File: src/rtl/any1_periph_bridge.sv
// Bridges a 128-bit CPU-side bus cycle onto one of NSLV 32-bit peripheral channels selected by page base.
// Optional REQ timeout is compiled in with ANY1_BRIDGE_TIMEOUT_EN; otherwise REQ waits for ack forever.
module any1_periph_bridge #(
    parameter int NSLV = 4,
    parameter int TMO  = 255
) (
    input  logic               clk_i,
    input  logic               rst_i,
    input  logic               m_cyc_i,
    input  logic               m_stb_i,
    input  logic               m_we_i,
    input  logic [15:0]        m_sel_i,
    input  logic [31:0]        m_adr_i,
    input  logic [127:0]       m_dat_i,
    output logic               m_ack_o,
    output logic               m_err_o,
    output logic [127:0]       m_dat_o,
    input  logic [NSLV*24-1:0] sbase_i,
    output logic [NSLV-1:0]    s_cs_o,
    output logic               s_cyc_o,
    output logic               s_stb_o,
    output logic               s_we_o,
    output logic [3:0]         s_sel_o,
    output logic [31:0]        s_adr_o,
    output logic [31:0]        s_dat_o,
    input  logic [NSLV-1:0]    s_ack_i,
    input  logic [NSLV*32-1:0] s_dat_i,
    output logic [1:0]         dbg_state
);

    // Handshake: a master request is taken when m_cyc_i & m_stb_i are high in IDLE; it ends with a
    // single-cycle m_ack_o or m_err_o, after which the master must drop m_stb_i before the next one.

    if (NSLV < 1 || NSLV > 8 || TMO < 1 || TMO > 65535) begin : g_param_check
        $error("any1_periph_bridge: NSLV or TMO out of range");
    end

    typedef enum logic [1:0] {
        IDLE = 2'd0,
        REQ  = 2'd1,
        DONE = 2'd2,
        HOLD = 2'd3
    } state_t;

    state_t state, state_n;

    logic [NSLV-1:0] s_cs_n;
    logic            s_cyc_n;
    logic            s_we_n;
    logic [3:0]      s_sel_n;
    logic [31:0]     s_adr_n;
    logic [31:0]     s_dat_n;
    logic            m_ack_n;
    logic            m_err_n;
    logic [127:0]    m_dat_n;

    logic [3:0]      lane_nz;
    logic [1:0]      lane;
    logic            lane_legal;
    logic [NSLV-1:0] hit;
    logic [31:0]     rdat;
    logic            sel_ack;

    // The byte address low nybble is replaced by the decoded lane, so those bits are not needed.
    logic unused_adr_bits;
    assign unused_adr_bits = &{1'b0, m_adr_i[3:0]};

`ifdef ANY1_BRIDGE_TIMEOUT_EN
    logic [15:0] tmo_cnt, tmo_cnt_n;
    logic        tmo_hit;
    assign tmo_hit = ({1'b0, tmo_cnt} + 17'd1) == 17'(TMO);
`endif

    assign dbg_state = state;

    always_comb begin
        lane_nz = 4'd0;
        lane    = 2'd0;
        for (int k = 0; k < 4; k++) begin
            lane_nz[k] = |m_sel_i[4*k +: 4];
            if (lane_nz[k]) lane = 2'(k);
        end
        lane_legal = (lane_nz != 4'd0) && ((lane_nz & (lane_nz - 4'd1)) == 4'd0);
    end

    // Walk from the top channel down so the lowest matching index is the one left standing.
    always_comb begin
        hit = '0;
        for (int i = NSLV - 1; i >= 0; i--) begin
            if (m_adr_i[31:8] == sbase_i[i*24 +: 24]) begin
                hit    = '0;
                hit[i] = 1'b1;
            end
        end
    end

    always_comb begin
        rdat = 32'd0;
        for (int i = 0; i < NSLV; i++) begin
            rdat = rdat | (s_dat_i[i*32 +: 32] & {32{s_cs_o[i]}});
        end
        sel_ack = |(s_ack_i & s_cs_o);
    end

    always_comb begin
        state_n = state;
        s_cs_n  = s_cs_o;
        s_cyc_n = s_cyc_o;
        s_we_n  = s_we_o;
        s_sel_n = s_sel_o;
        s_adr_n = s_adr_o;
        s_dat_n = s_dat_o;
        m_ack_n = 1'b0;
        m_err_n = 1'b0;
        m_dat_n = m_dat_o;
`ifdef ANY1_BRIDGE_TIMEOUT_EN
        tmo_cnt_n = tmo_cnt;
`endif
        case (state)
            IDLE: begin
                if (m_cyc_i && m_stb_i) begin
                    if (lane_legal && (hit != '0)) begin
                        state_n = REQ;
                        s_cs_n  = hit;
                        s_cyc_n = 1'b1;
                        s_we_n  = m_we_i;
                        s_sel_n = m_sel_i[{lane, 2'b00} +: 4];
                        s_adr_n = {m_adr_i[31:4], lane, 2'b00};
                        s_dat_n = m_dat_i[{lane, 5'b00000} +: 32];
`ifdef ANY1_BRIDGE_TIMEOUT_EN
                        tmo_cnt_n = 16'd0;
`endif
                    end else begin
                        state_n = DONE;
                        m_err_n = 1'b1;
                    end
                end
            end
            REQ: begin
                if (!m_cyc_i || sel_ack
`ifdef ANY1_BRIDGE_TIMEOUT_EN
                    || tmo_hit
`endif
                   ) begin
                    s_cs_n  = '0;
                    s_cyc_n = 1'b0;
                    s_we_n  = 1'b0;
                    s_sel_n = 4'd0;
                    s_adr_n = 32'd0;
                    s_dat_n = 32'd0;
                end
                // Abort beats ack; ack in the limit cycle beats timeout.
                if (!m_cyc_i) begin
                    state_n = IDLE;
                end else if (sel_ack) begin
                    state_n = DONE;
                    m_ack_n = 1'b1;
                    if (!s_we_o) m_dat_n = {4{rdat}};
                end
`ifdef ANY1_BRIDGE_TIMEOUT_EN
                else if (tmo_hit) begin
                    state_n = DONE;
                    m_err_n = 1'b1;
                end else begin
                    tmo_cnt_n = tmo_cnt + 16'd1;
                end
`endif
            end
            DONE: begin
                state_n = HOLD;
            end
            HOLD: begin
                if (!m_stb_i) state_n = IDLE;
            end
            default: begin
                state_n = IDLE;
            end
        endcase
    end

    always_ff @(posedge clk_i) begin
        if (rst_i) begin
            state   <= IDLE;
            s_cs_o  <= '0;
            s_cyc_o <= 1'b0;
            s_stb_o <= 1'b0;
            s_we_o  <= 1'b0;
            s_sel_o <= 4'd0;
            s_adr_o <= 32'd0;
            s_dat_o <= 32'd0;
            m_ack_o <= 1'b0;
            m_err_o <= 1'b0;
            m_dat_o <= 128'd0;
`ifdef ANY1_BRIDGE_TIMEOUT_EN
            tmo_cnt <= 16'd0;
`endif
        end else begin
            state   <= state_n;
            s_cs_o  <= s_cs_n;
            s_cyc_o <= s_cyc_n;
            s_stb_o <= s_cyc_n;
            s_we_o  <= s_we_n;
            s_sel_o <= s_sel_n;
            s_adr_o <= s_adr_n;
            s_dat_o <= s_dat_n;
            m_ack_o <= m_ack_n;
            m_err_o <= m_err_n;
            m_dat_o <= m_dat_n;
`ifdef ANY1_BRIDGE_TIMEOUT_EN
            tmo_cnt <= tmo_cnt_n;
`endif
        end
    end

endmodule

File: config.mk
export PLATFORM = sky130hd
export DESIGN_NAME = any1_periph_bridge
export DESIGN_NICKNAME = d
export VERILOG_FILES = /design/src/rtl/any1_periph_bridge.sv
export SDC_FILE = /design/constraint.sdc
export NUM_CORES = 1
export LEC_CHECK = 0
export ABC_AREA = 1
export CORE_AREA = 3 3 236 238
export DETAILED_ROUTE_END_ITERATION = 8
export DIE_AREA = 0 0 239 241
export HOLD_SLACK_MARGIN = 0.02
export PLACE_DENSITY = 0.42
export SYNTH_ARGS = -nofsm -noshare
export SYNTH_HDL_FRONTEND = slang
export SYNTH_SLANG_ARGS = --single-unit
File: constraint.sdc
create_clock -name clk_i -period 3.5 [get_ports clk_i]
set_input_delay 0.7 -clock clk_i [delete_from_list [all_inputs] [get_ports clk_i]]
set_output_delay 0.7 -clock clk_i [all_outputs]
set_load 0.02 [all_outputs]
==> results_dict.tcl <==
set metrics [dict create \
    r2r-end "m_dat_o[123]" \
    syn_to_final_growth_pct 76.0 \
    drtIter0Drc 355 \
    final_area_um2 14800 \
    ir_worst_vdd_mv 0.244 \
    ys_types 31 \
    async_flop_share_pct 0 \
    clockRootBuffer "clkbuf_16" \
    viasPerCell 4.14 \
    postRouteAntennaNets 0 \
    cts_max_level 3 \
    worst_hold_slack_ns 0.462 \
    fp-row-count 85 \
    fin_nets 2245 \
    start_util_pct 15.6 \
    synth-main-ff-cell "dfxtp_1" \
    min_period_over_period_pct 86.4 \
    critPathLaunchType "input port" \
    grt_pass1_vias 10002 \
    final.setup.tns_ns 0 \
    place_hpwl_mm 37.9 \
    core_area_um2 53800 \
    avgSynthCellArea_um2 6.11 \
    synth_commonest_cells "nand2_1 (289), nor2_1 (234), a21oi_1 (142)" \
    synth_warnings 0 \
    die-height_um 241 \
    tightestPinTransition_ns 1.14 \
    gr-usage-all-layers_pct 15.5 \
    critPathMaxFanout 72 \
    layout-drive-gt1-share_pct 3.10 \
    routed_wl_mm 47.6 \
    placed_cell_area_um2 14400 \
    hold_path.class "register to register" \
    clock_latency_ns 0.39 \
    rsz0062_at_grt "false" \
    required_ns 3.75 \
    ys_seq_area_share_pct 25.8 \
    crit_start "m_adr_i[16]" \
    post-place-cells 2521 \
    clk_pin_slew_ns 0.08 \
    cts_tree "yes" \
    cts_setup_buffers 0 \
    syn_inst 1374 \
    crit_end "s_dat_o[22]" \
    period_needed_ns 3.02 \
    yosysTopAreaCellShare_pct 25.8 \
    relSlewSlack_pct 24.1 \
    p_leak_uw 0.00582 \
    r2r-start "s_cs_o[1]" \
    hold_viol 0 \
    drt_first_pass_iters 5 \
    cts_inserted_buffers 9 \
    maxSlewViolCount 0 \
    portBuffers 609 \
    cts.repair.resized 0 \
    cts.sinks 108 \
    worstSetupPathType "input port to register" \
    arrival_ns 3.28 \
    antenna_found_initial 6 \
    p_total_uw 3560 \
    power_density_nw_per_um2 241 \
    synth_area_leaders "dfxtp_1 (26%), nand2_1 (13%), nor2_1 (10%), buf_4 (9.5%), a21oi_1 (8.5%)" \
    io_pins 616 \
    gp_congestion 0.841 \
    final_cells 2540 \
    ys_seq_elements 108 \
    fmax_mhz 331 \
    wl_per_cell_um 18.7 \
    grt_pass1_wl_mm 66.1 \
    synth_area_um2 8390 \
    overflow 0 \
    maxCapViolCount 0 \
    drc 0 \
    die_x_um 239 \
    setup_viol 0 \
    grt_max_degree 73 \
    outcome "finished clean" \
    reg2reg_depth 7 \
    yosys.area.top_type "dfxtp_1" \
    synth_edf_count 0 \
    vias 10507 \
    cp-end-kind "register" \
    holdBufCountCts 0 \
    synth.most_common_cell "nand2_1" \
    die_area_um2 57600 \
    finClkSkew_ns 0.0115 \
    clockBufferDepth 2 \
    r2r_slack_ns 1.22 \
]
==> kinds of logic (layout without fill, tap and decap cells) <==
| family | after synthesis | after routing | share of synthesized area (%) |
|---|---|---|---|
| buffers and inverters | 294 | 760 | 18.6 |
| AOI/OAI and AO/OA | 317 | 317 | 22.1 |
| and+or+nand+nor | 616 | 616 | 29.6 |
| other | 1 | 5 | 0.0447 |
| DFF | 108 | 108 | 25.8 |
| xor gates and xnor gates | 38 | 38 | 3.96 |
==> worst min path at each step <==
stage	startpoint	to	slack [ns]	cells after the start
CTS	s_sel_o[1]	s_sel_o[1]	0.46	2
global route	s_adr_o[12]	s_adr_o[12]	0.48	2
finish	s_sel_o[2]	s_sel_o[2]	0.46	2
detailed placement	s_adr_o[13]	s_adr_o[13]	0.45	2
floorplan	s_adr_o[10]	s_adr_o[10]	0.54	2
global placement	s_dat_o[2]	s_dat_o[2]	0.45	2
==> routing by layer <==
metal	track usage [%]	wire length, um	vias up	share of wire (%)
li1	-	-	5285	-
met1	17.8	19200	4789	40
met2	28.7	24500	396	51
met3	3.55	3090	37	6.5
met4	4.27	822	0	1.7
met5	0	0	-	0
==> layout make-up <==
type | instances | area (um^2)
diodes | 3 | 7.51
fillers | 5860 | 39000
flip-flops and latches | 108 | 2160
clock inverters | 5 | 66.3
well taps | 696 | 871
repair buffers | 632 | 6300
clock buffers | 11 | 253
inverters | 112 | 420
multi-input cells | 973 | 4690
==> registers in the layout, summed over array words and instances, names as in the netlist <==
register,flops
m_dat_o,32
s_dat_o,32
s_adr_o,30
s_cs_o,4
s_sel_o,4
dbg_state,2
m_ack_o,1
m_err_o,1
s_stb_o,1
s_we_o,1
==> placed cells by master, fill, tap and decap left out, types with 2 or more instances in the layout <==
cell and instances:
a21oi_1 142, a221oi_1 33, a22o_1 32, a31oi_1 4, buf_12 3, buf_4 21, clkbuf_16 9, clkbuf_8 2
clkdlybuf4s50_1 608, conb_1 2, dfxtp_1 108, diode_2 3, inv_1 105, inv_2 6, nand2_1 289, nand3_1 78
nand3_2 2, nand4_1 4, nor2_1 234, nor2_4 3, nor3b_1 2, o21ai_0 101, o21ai_2 2, xor2_1 38
==> power by group <==
| group | internal (uW) | switching [uW] |
|---|---|---|
| Sequential | 1260 | 20.4 |
| Combinational | 607 | 510 |
| Clock | 604 | 562 |
==> metrics by stage <==
| stage | utilization [%] | worst slack, ns |
|---|---|---|
| 2_1_floorplan | - | 1.39 |
| 5_1_grt | 27.5 | 0.300 |
| 3_3_place_gp | 26.8 | 0.128 |
| 4_1_cts | 27.4 | 0.510 |
| 6_report | 27.5 | 0.476 |
| 3_5_place_dp | 26.8 | 0.0786 |
==> critical path, stage by stage <==
cell and delay (ns):
clkdlybuf4s50_1 0.59, inv_1 0.13, nand2_1 0.08, nand2_1 0.05, nor2_1 0.17, nand2_1 0.13
nor2_1 0.22, nand3_2 0.15, nand2_1 0.15, o21ai_2 0.13, nand2_4 0.13, nand2_8 0.28
nand2_1 0.18, a21oi_1 0.07
No activity file was read; power rests on OpenSTA's default activity.
